**config.mk**
```make
export PLATFORM = sky130hd
export DESIGN_NAME = rom_port_arbiter
export DESIGN_NICKNAME = d
export VERILOG_FILES = /design/src/rtl/rom_port_arbiter.sv
export SDC_FILE = /design/constraint.sdc
export NUM_CORES = 1
export LEC_CHECK = 0
export ABC_AREA = 1
export CAP_MARGIN = 20
export CORE_MARGIN = 2
export CORE_UTILIZATION = 38
export DETAILED_ROUTE_END_ITERATION = 8
export PLACE_DENSITY = 0.83
export SLEW_MARGIN = 20
export SYNTH_ARGS = -nofsm -noshare
export SYNTH_HDL_FRONTEND = slang
export SYNTH_SLANG_ARGS = --single-unit
```
**constraint.sdc**
```tcl
create_clock -name clk -period 1.35 [get_ports clk]
set_input_delay 0.27 -clock clk [delete_from_list [all_inputs] [get_ports clk]]
set_output_delay 0.27 -clock clk [all_outputs]
set_load 0.05 [all_outputs]
```
**src/rtl/rom_port_arbiter.sv**
```systemverilog
// Two-port round-robin front end for the async-read program ROM.
// Word alignment, range check and a fixed 2-cycle registered read.
module rom_port_arbiter #(
  parameter logic [15:0] ROM_BASE = 16'hC000,
  parameter logic [15:0] ERR_DATA = 16'h3FFF
) (
  input  logic        clk,
  input  logic        rst,
  input  logic        f_req,
  input  logic [15:0] f_addr,
  output logic        f_gnt,
  output logic        f_ack,
  output logic        f_err,
  input  logic        d_req,
  input  logic [15:0] d_addr,
  input  logic        d_bw,
  output logic        d_gnt,
  output logic        d_ack,
  output logic        d_err,
  output logic [15:0] rdata,
  output logic [15:0] rom_addr,
  output logic        BW,
  input  logic [15:0] rom_out
);

  typedef enum logic {
    PORT_F = 1'b0,
    PORT_D = 1'b1
  } port_t;

  typedef struct packed {
    logic  valid;
    port_t owner;
    logic  err;
  } s1_t;

  port_t       rr_q;
  port_t       rr_d;
  logic        gnt_any;
  port_t       gnt_port;
  logic [15:0] sel_addr;
  logic [15:0] aln_addr;
  logic        sel_bw;
  logic        sel_err;
  s1_t         s1_q;
  s1_t         s1_d;

  // Grant one requester; pointer moves to the loser on every grant
  always_comb begin
    f_gnt = 1'b0;
    d_gnt = 1'b0;
    rr_d  = rr_q;
    if (!rst) begin
      unique case (1'b1)
        f_req && !d_req: f_gnt = 1'b1;
        d_req && !f_req: d_gnt = 1'b1;
        f_req && d_req: begin
          f_gnt = (rr_q == PORT_F);
          d_gnt = (rr_q == PORT_D);
        end
        default: ;
      endcase
      if (f_gnt) begin
        rr_d = PORT_D;
      end else if (d_gnt) begin
        rr_d = PORT_F;
      end
    end
  end

  // Mux the winner, align words, flag accesses below the ROM
  always_comb begin
    gnt_any  = f_gnt | d_gnt;
    gnt_port = d_gnt ? PORT_D : PORT_F;
    sel_addr = d_gnt ? d_addr : f_addr;
    sel_bw   = d_gnt & d_bw;
    aln_addr = sel_bw ? sel_addr
                      : {sel_addr[15:1], 1'b0};
    sel_err  = (sel_addr < ROM_BASE);
    s1_d.valid = gnt_any;
    s1_d.owner = gnt_port;
    s1_d.err   = sel_err;
  end

  // Round-robin pointer
  always_ff @(posedge clk) begin
    if (rst) begin
      rr_q <= PORT_F;
    end else begin
      rr_q <= rr_d;
    end
  end

  // Stage 1: drive the ROM; address holds when idle
  always_ff @(posedge clk) begin
    if (rst) begin
      rom_addr <= '0;
      BW       <= 1'b0;
      s1_q     <= '0;
    end else begin
      s1_q <= s1_d;
      if (gnt_any) begin
        rom_addr <= aln_addr;
        BW       <= sel_bw;
      end
    end
  end

  // Stage 2: capture ROM data and return it to the owner
  always_ff @(posedge clk) begin
    if (rst) begin
      rdata <= '0;
      f_ack <= 1'b0;
      d_ack <= 1'b0;
      f_err <= 1'b0;
      d_err <= 1'b0;
    end else if (s1_q.valid) begin
      rdata <= s1_q.err ? ERR_DATA : rom_out;
      f_ack <= (s1_q.owner == PORT_F);
      d_ack <= (s1_q.owner == PORT_D);
      f_err <= (s1_q.owner == PORT_F) & s1_q.err;
      d_err <= (s1_q.owner == PORT_D) & s1_q.err;
    end else begin
      f_ack <= 1'b0;
      d_ack <= 1'b0;
      f_err <= 1'b0;
      d_err <= 1'b0;
    end
  end

endmodule

```
# Word-level counts from Yosys, hierarchy flattened
# Cells that the tools add are included.
# Widths: inputs -> output; s select.
dict set report word_totals {
  regBits 41
  inputBits 53
  output_inout_bits 39
  elab_cells 38
}
dict set report classes {
  order_cmp 1
  n_mux 12
  bitwise 7
  n_reduce_logical 7
}
# operator n
set op_table {}
lappend op_table {{$mux 16} 2}
lappend op_table {{$lt 16x16->1 const B} 1}
lappend op_table {{$mux 1} 8}
lappend op_table {{$pmux 1 s2} 2}
lappend op_table {{$and 1x1->1} 3}
lappend op_table {{$logic_and 1x1->1} 3}
lappend op_table {{$not 1->1} 3}
lappend op_table {{$logic_not 1->1} 2}
lappend op_table {{$reduce_bool 2->1} 1}
lappend op_table {{$reduce_or 2->1} 1}
lappend op_table {{$or 1x1->1} 1}

# Depth between registers and ports, before layout
# Gate-level depths: netlist of run 1.
dict set report logic_depth {
  depth_word 7
  depth_mapped 8
  depth_no_buf 8
}

# Least setup slack after synthesis of run 1
# OpenSTA, ideal clock, no wires.
dict set report synth_timing {
  kind {input to output}
  startpoint {input rst}
  endpoint {output f_gnt}
  arrival_ns 1.346
  required_time_ns 1.080
  path_slack_ns -0.266
  path_stages 5
  n_path_buf 2
  cell_sequence {buf_6 > inv_4 > nand2_2 > buf_2 > nor2_1}
}
dict set report synth_between {
  elab_chain_cells 1
}
# element line
set synth_rtl {}
lappend synth_rtl {{start, declared} 8} ;# input logic rst,
lappend synth_rtl {{$mux 1} 53} ;# if (!rst) begin
lappend synth_rtl {{end, declared} 11} ;# output logic f_gnt,
# Every way passes these cells.

# Final worst setup path of run 1
dict set report layout_timing {
  startpoint {register rr_q}
  endpoint {output f_gnt}
}
dict set report layout_between {
  elab_chain_cells 4
}
# element line
set layout_rtl {}
lappend layout_rtl {{start, declared} 37} ;# port_t rr_q;
lappend layout_rtl {{start signal, assigned} 90} ;# rr_q <= rr_d;
lappend layout_rtl {{$not 1->1} 58} ;# f_gnt = (rr_q == PORT_F);
lappend layout_rtl {{$pmux 1 s2} 54} ;# unique case (1'b1)
lappend layout_rtl {{$mux 1 (2 in series)} 53}
# Every way passes these cells. The select of a mux whose other input is x is not followed.

==> out/metrics.cfg, run 1 <==
[placed_design]
gp_congestion=0.7790
portBuffers=90
dp_cells=340
hpwl_mm=3.834

[clock_tree]
cts.path.max_buffers=2
path_clk_slew_ps=90
clock_latency_ps=290
cts-root-buf=clkbuf_8
cts_buffers=5
cts_sinks=41
cts_tree=yes
htree_levels=2
ctsHoldBuffers=0

[yosys]
yosysTopAreaCellShare_pct=49.89
synth_fp_nets=254
ys_seq_elements=41
ys_seq_area_share_pct=49.89
synth_top_area_cell=dfxtp_1
ys_types=20
yosysWarnings=0
ys_top_cells_by_area=dfxtp_1 (50%), o221a_2 (9.6%), nand2_1 (8.2%)
synth_area_um2=1645
syn_avg_cell_area_um2=8.186
syn_inst=201

[timing]
worst_slack_ps=-0.5146
clock.fmax_ghz=0.7405
finalSetupViolCount=1
period_needed_ps=1351
rsz0062_at_grt=true
hold_viol=0
tightest_slew_ps=481.5
finalCritPeriodShare_pct=100.0
relSlewSlack_pct=67.82
fin_setup_tns_ps=-0.5146
fin_worst_skew_ps=13.68
timing.final.max_slew_violations=0

[route]
met2_length_mm=2.519
drc=0
highest_layer=met4
wl_met3_um=338
ant_nets=0
viasPerCell=5.011
vias=1759
wl_per_cell_um=14.40
drtIter0Drc=90
totalWireLength_mm=5.055
drt_first_pass_iters=4
drt-met1-wl_mm=2.082

[run]
drv_cap=0

[worst_hold_path]
hold_path_class=reg2reg

[layout]
final_nets=353
stdcell_count=351
fillers=271
drive_gt1_share_pct=29.24
multi_input_area_um2=704.4
regArea_um2=822.0
post-route-util_pct=78.78
num_antenna_cells=0
areaGrowthSynthToFinish_pct=95.67

[worst_setup_path]
cp-start-kind=flip-flop
endpoint_kind=primary output
critical_path_class=reg2out
cp.arrival_ps=1080
required_ps=1080
worst-path-max-fanout=2

[floorplan]
num_rows=23
initial_core_util_pct=40.26
die_h_um=69.80
die_w_um=69.80
io_pins=92
die_area_um2=4872
core-area_um2=4086

[global_route]
overflow=0
antenna_found_initial=0
grt_max_degree=22
grt_util_all_layers_pct=21.21
grt_pass1_vias=1762
grt_pass1_wl_mm=8.431

[run_status]
status=complete, but fails checks
failed_checks=negative setup slack

[power_and_ir_drop]
p_leak_nw=1.412
power.density_nw_per_um2=1148
vdd.ir_drop.worst_mv=0.7500

state kept, by name, summed over array words and instances, names as in the netlist:
signal    cells
rr_q          1
rom_addr     16
d_err         1
s1_q          3
d_ack         1
rdata        16
f_err         1
BW            1
f_ack         1
routing by layer:
layer,vias to the layer above,GRT usage (%)
li1,874,-
met1,792,24.86
met2,80,38.41
met3,13,4.942
met4,0,5.769
met5,-,0
logic make-up (layout without fill, tap and decap cells):
family                 Yosys count  count (layout)  synth area share, %
flip-flops                      41              41                49.89
AND/OR/NAND/NOR                 89              89                23.88
AO/OA/AOI/OAI                   38              38                16.88
buffers and inverters           33             133                9.353
worst max-delay path, stage by stage, from the launching register on:
cell and delay (ps):
dfxtp_2 340, inv_2 60, a21oi_4 180, nor2_4 60
buf_12 140
report_power, final:
group | total [mW] | switching [mW] | internal (mW) | leakage [nW]
combinational | 1.14 | 0.554 | 0.582 | 1.00
sequential | 1.40 | 0.0941 | 1.30 | 0.339
clock | 1.16 | 0.425 | 0.735 | 0.0681
final timing paths:
| path | startpoint | endpoint | slack (ps) | cells after the start |
|---|---|---|---|---|
| setup / recovery | rr_q$_SDFFE_PP0P_ | f_gnt | -0.5 | 4 |
| hold / removal | s1_q[1]$_SDFF_PP0_ | f_ack$_SDFF_PP0_ | 440 | 1 |
| setup reg to reg | rr_q$_SDFFE_PP0P_ | rom_addr[15]$_SDFFE_PP0P_ | 120 | 9 |
| hold reg to reg | s1_q[1]$_SDFF_PP0_ | f_ack$_SDFF_PP0_ | 440 | 1 |
cell usage after synthesis, drive strengths merged:
cell type / instances
dfxtp: 41
nand2: 38
nor2: 25
inv: 19
o21ai: 16
o221a: 14
buf: 13
nand3: 12
nand4: 11
a21oi: 8
nor3: 2
clkbuf: 1
nand3b: 1
metrics by stage:
step                      power (mW)  instance area, um2  setup WS (ps)  hold slack, ps
after floorplan                1.915                1653          94.42           380.7
after global placement         2.527                3037         -235.5           428.1
after detailed placement       2.547                3037         -320.6           435.6
after CTS                      3.719                3207         -31.90           448.1
after global routing           3.820                3219         -32.70           467.6
final                          3.695                3219        -0.5146           443.7
final cells by class:
class	count	share of cell area [%]
clock buffer	5	2.138
inverter	19	2.371
multi-input combinational	127	21.88
sequential	41	25.53
timing repair buffer	106	44.11
tap	50	1.943
clock inverter	3	2.021
layout by cell type (no fill, tap or decap):
master	instances
inv_2	2
nor2_1	24
buf_12	40
nand4_1	11
inv_4	2
dfxtp_2	1
clkbuf_8	5
o221a_2	14
nand3b_1	1
nor2_4	1
nand2_1	35
nand3_4	1
dfxtp_1	40
o21ai_0	6
buf_4	15
a21oi_1	7
a21oi_4	1
clkdlybuf4s50_1	48
dlygate4sd2_1	3
clkinv_2	1
nand3_1	11
nand2_4	1
o21ai_1	10
nor3_1	2
nand2_2	2
inv_1	15
bufinv_16	2
repair_timing:
item / in CTS / in global routing
cloned: 0 / 0
resized for setup: 10 / 2
setup endpoints to repair: 3 / 2
pin swaps: 0 / 1
buffers inserted: 3 / 1
Note: power is estimated with default switching activity, not from simulation.
==> run 2, diff against run 1 <==
- PLACE_DENSITY: 0.83 -> 0.77
==> out/metrics.cfg, run 2 (synthesis results as in run 1) <==
[global_route]
grt_pass1_vias=1735
overflow=0
antenna_found_initial=0
grt_util_all_layers_pct=20.57
grt_pass1_wl_mm=8.017
grt_max_degree=19

[worst_setup_path]
slowest_delay_ps=340
cp.arrival_ps=1580
path_cells=inv_2 > nand2_4 > nand3_4 > buf_4 > buf_4 > o21ai_0 > nand2_1 > a21oi_1
regToRegStartpoint=rr_q$_SDFFE_PP0P_
required_ps=1570
crit_top_cell=buf_4
rrSetupSlack_ps=-8
reg2reg_depth=8
worst-path-max-fanout=8
critical_path_class=reg2reg
rr_endpoint=rom_addr[12]$_SDFFE_PP0P_
endpoint_kind=flip-flop
cp-start-kind=flip-flop
slowest_stage=dfxtp_2

[placed_design]
post-place-ws_ps=-287.9
dp_cells=343
gp_congestion=0.8075
place_area_um2=3072
portBuffers=90
hpwl_mm=3.792

[floorplan]
die_h_um=69.80
die_w_um=69.80
core-area_um2=4086
num_rows=23
initial_core_util_pct=40.26
die_area_um2=4872
io_pins=92

[timing]
rsz0062_at_grt=true
holdWs_ps=377.4
fin_setup_tns_ps=-15.45
timing.final.max_slew_violations=0
finalSetupViolCount=2
relSlewSlack_pct=67.29
fin_worst_skew_ps=3.015
clock.fmax_ghz=0.7363
period_needed_ps=1358
hold_viol=0
worst_slack_ps=-8.078
tightest_slew_ps=489.5
finalCritPeriodShare_pct=100.6

[run]
drv_cap=0

[layout]
stdcell_count=353
multi_input_area_um2=704.4
fillers=276
num_antenna_cells=0
final_nets=356
reg_top3=rdata x16, rom_addr x16, s1_q x3
layout_commonest_cell=clkdlybuf4s50_1
most-common-layout-cells=clkdlybuf4s50_1 (48), buf_12 (41), dfxtp_1 (40), nand2_1 (35), nor2_1 (24)
post-route-util_pct=78.26
fin_area_um2=3198
drive_gt1_share_pct=29.70
regArea_um2=822.0
areaGrowthSynthToFinish_pct=94.37

[route]
totalWireLength_mm=5.139
wl_per_cell_um=14.56
ant_nets=0
viasPerCell=5.201
drt_first_pass_iters=4
vias=1836
drtIter0Drc=74
drc=0

[clock_tree]
path_clk_slew_ps=70
clock_latency_ps=290
cts_sinks=41
cts_buffers=5
cts_tree=yes
cts.path.max_buffers=2
cts-root-buf=clkbuf_8
ctsHoldBuffers=0
htree_levels=2

[power_and_ir_drop]
p_leak_nw=1.403
vdd.ir_drop.worst_mv=0.6893
power.density_nw_per_um2=1039
power_mw=3.324

[worst_hold_path]
holdCritStartpoint=f_req
holdPathStages=3
min_to=rr_q$_SDFFE_PP0P_
hold_path_class=in2reg

[run_status]
status=complete, but fails checks
failed_checks=negative setup slack

==> run 2: changes by cell type in the layout (fill, tap and decap cells not counted), sizes merged <==
cell / before / now
buf: 55 / 58
dlygate4sd2: 3 / 2
clkbuf: 5 / 7
bufinv: 2 / 0
==> run 2: worst max path at each step <==
stage	from	end	slack, ps	depth (start not counted)
final	rr_q$_SDFFE_PP0P_	rom_addr[12]$_SDFFE_PP0P_	-8	8
after global routing	rr_q$_SDFFE_PP0P_	d_gnt	-40	5
after CTS	rr_q$_SDFFE_PP0P_	f_gnt	-40	5
after detailed placement	f_req	rom_addr[15]$_SDFFE_PP0P_	-290	7
after global placement	d_req	f_gnt	-230	6
after floorplan	rst	rom_addr[6]$_SDFFE_PP0P_	90	8
==> run 2: timing repair <==
action / in CTS / in global routing
endpoints found under the setup margin: 2 / 2
setup buffers: 2 / 2
gates resized for setup: 10 / 4
pin swaps: 0 / 1
==> run 2: per-layer routing <==
layer  GRT usage [%]  up-vias  share of wire (%)
li1                -      886                  -
met1           23.86      833                 41
met2           33.33      100                 47
met3           6.105       17                8.0
met4           12.18        0                3.7
met5               0        -                  0
==> run 2: final cells by class <==
type / count / area share [%]
Multi-Input combinational cell: 127 / 22.03
Clock inverter: 1 / 0.2739
Tap cell: 50 / 1.956
Clock buffer: 6 / 2.269
Sequential cell: 41 / 25.70
Inverter: 19 / 2.387
Timing Repair Buffer: 109 / 45.38
==> run 2: report_power, final <==
part / switching [mW] / total [mW] / internal [mW]
clock network: 0.414 / 0.772 / 0.358
logic: 0.561 / 1.15 / 0.591
registers: 0.0954 / 1.40 / 1.30
total: 1.07 / 3.32 / 2.25
==> run 2: critical path, delay by kind of cell, from the launching register on <==
family / cells / cell delay (ps)
AO/OA/AOI/OAI: 2 / 310
buffers and inverters: 3 / 370
flip-flops: 1 / 340
AND/OR/NAND/NOR: 3 / 280
==> run 3, diff against run 2 <==
- ABC_AREA: 1 -> default
- PLACE_DENSITY: 0.77 -> 0.78
==> out/metrics.cfg, run 3 <==
[clock_tree]
cts-root-buf=clkbuf_8
cts_buffers=5
path_clk_slew_ps=70
htree_levels=2
ctsHoldBuffers=0
cts_sinks=41
clock_latency_ps=310
cts_tree=yes
cts.path.max_buffers=2

[yosys]
ys_types=31
synth_fp_nets=211
synthFlopType=dfxtp_1
yosysMostFrequentCell=dfxtp_1
ys_top_cells_by_area=dfxtp_1 (51%), mux2i_1 (8.6%), a211oi_2 (7.7%)
synth_area_um2=1625
synth_edf_count=0
yosysTopAreaCellShare_pct=50.50
synth_common_cells=dfxtp_1 (41), nor2_1 (17), mux2i_1 (14), nor3_1 (14), o22ai_1 (14)
synth_top_area_cell=dfxtp_1
ys_seq_area_share_pct=50.50
syn_avg_cell_area_um2=10.29
syn_inst=158
async_flop_share_pct=0
ys_seq_elements=41
yosysWarnings=0

[global_route]
grt_pass1_wl_mm=7.990
overflow=0
antenna_found_initial=0
grt_util_all_layers_pct=20.83
grt_max_degree=30
grt_pass1_vias=1680

[worst_setup_path]
reg2reg_depth=5
cp-start-kind=flip-flop
cp.arrival_ps=1140
critical_path_class=reg2out
endpoint_kind=primary output
required_ps=1080
worst-path-max-fanout=4

[route]
totalWireLength_mm=4.814
viasPerCell=5.051
wl_per_cell_um=15.33
drc=0
drt-met1-wl_mm=1.817
met2_length_mm=2.383
wl_met3_um=526
drt_first_pass_iters=4
highest_layer=met4
vias=1586
ant_nets=0
drtIter0Drc=73

[layout]
reg_top3=rdata x16, rom_addr x16, s1_q x3
layout_commonest_cell=clkdlybuf4s50_1
fillers=258
num_antenna_cells=0
areaGrowthSynthToFinish_pct=94.69
final_nets=316
drive_gt1_share_pct=33.33
fin_area_um2=3164
most-common-layout-cells=clkdlybuf4s50_1 (48), dfxtp_1 (40), buf_12 (39), buf_4 (20), nor2_1 (17)
stdcell_count=314

[timing]
tightest_slew_ps=535.5
period_needed_ps=1405
fin_worst_skew_ps=10.29
relSlewSlack_pct=64.30
hold_viol=0
worst_slack_ps=-55.32
finalSetupViolCount=2
timing.final.max_slew_violations=0
rsz0062_at_grt=true
finalCritPeriodShare_pct=104.1
clock.fmax_ghz=0.7116

[power_and_ir_drop]
power.density_nw_per_um2=1033
power_mw=3.269
p_leak_nw=1.277
vdd.ir_drop.worst_mv=0.7043

[floorplan]
initial_core_util_pct=40.06
num_rows=23
die_h_um=69.40
core-area_um2=4058
io_pins=92
die_area_um2=4816
die_w_um=69.40

[placed_design]
hpwl_mm=3.686
place_area_um2=3050
gp_congestion=0.8186
dp_cells=304
portBuffers=90

[run_status]
failed_checks=negative setup slack
status=complete, but fails checks

[worst_hold_path]
holdPathStages=3
hold_path_class=in2reg

[run]
drv_cap=0

[run 3: cell types whose count changed after synthesis, moves of 8 or more]
| cell | previous run | this run |
|---|---|---|
| o22ai_1 | 0 | 14 |
| nor3_1 | 2 | 14 |
| nor2_1 | 25 | 17 |
| o21ai_1 | 10 | 0 |
| inv_1 | 17 | 0 |
| o221a_2 | 14 | 0 |
| nand4_1 | 11 | 1 |
| a211oi_2 | 0 | 10 |
| nand2_1 | 36 | 1 |
| mux2i_1 | 0 | 14 |
| nand3_1 | 11 | 1 |
[run 3: worst paths after layout]
kind,slack [ps],startpoint,end
worst min-delay path,370,rst,rom_addr[0]$_SDFFE_PP0P_
worst max register to register,170,rr_q$_SDFFE_PP0P_,rom_addr[8]$_SDFFE_PP0P_
worst max-delay path,-60,rr_q$_SDFFE_PP0P_,f_gnt
worst min register to register,440,s1_q[1]$_SDFF_PP0_,f_ack$_SDFF_PP0_
[run 3: layer usage]
metal	vias to the layer above	global-route usage (%)
li1	782	-
met4	0	8.061
met2	73	34.51
met5	-	0
met1	723	22.89
met3	8	10.17
[run 3: worst max-delay path, cell delays in order (launching register included)]
cell and delay, ps:
dfxtp_4 370, a211oi_4 290, buf_12 180
[run 3: cell families after synthesis]
kind of cell	count (synthesis)	share of synthesized area, %
AO/OA/AOI/OAI	37	18.63
buffers and inverters	15	5.080
flip-flops	41	50.50
multiplexers	14	8.622
AND/OR/NAND/NOR	51	17.17
[run 3: power breakdown]
part           total, mW  internal (mW)  switching (mW)
logic               1.08          0.568           0.508
registers           1.38           1.30          0.0882
clock network      0.809          0.357           0.452
[run 3: stage by stage]
stage          hold WS, ps  setup slack [ps]  util (%)  setup TNS [ps]
2_1_floorplan        379.7             67.83         -               0
3_3_place_gp         405.5            -301.3     75.18           -4780
3_5_place_dp         424.9            -362.5     75.18           -5692
4_1_cts              332.0            -49.64     77.98          -58.94
5_1_grt              362.5            -81.21     77.98          -108.7
6_report             365.3            -55.32     77.98          -72.25
[run 3: area by class of cell]
class                           count  area, um2  area share [%]
Sequential cell                    41      824.5           26.06
Clock buffer                        5      68.82           2.175
Clock inverter                      3      17.52          0.5536
Timing Repair Buffer              110       1438           45.43
Tap cell                           50      62.56           1.977
Inverter                            3      13.76          0.4350
Multi-Input combinational cell    102      739.5           23.37
[run 3: what timing repair did]
action	CTS	global route
pin swaps	1	1
buffers inserted	2	0
gates resized for setup	9	0
hold endpoints to repair	0	0
setup endpoints to repair	3	2
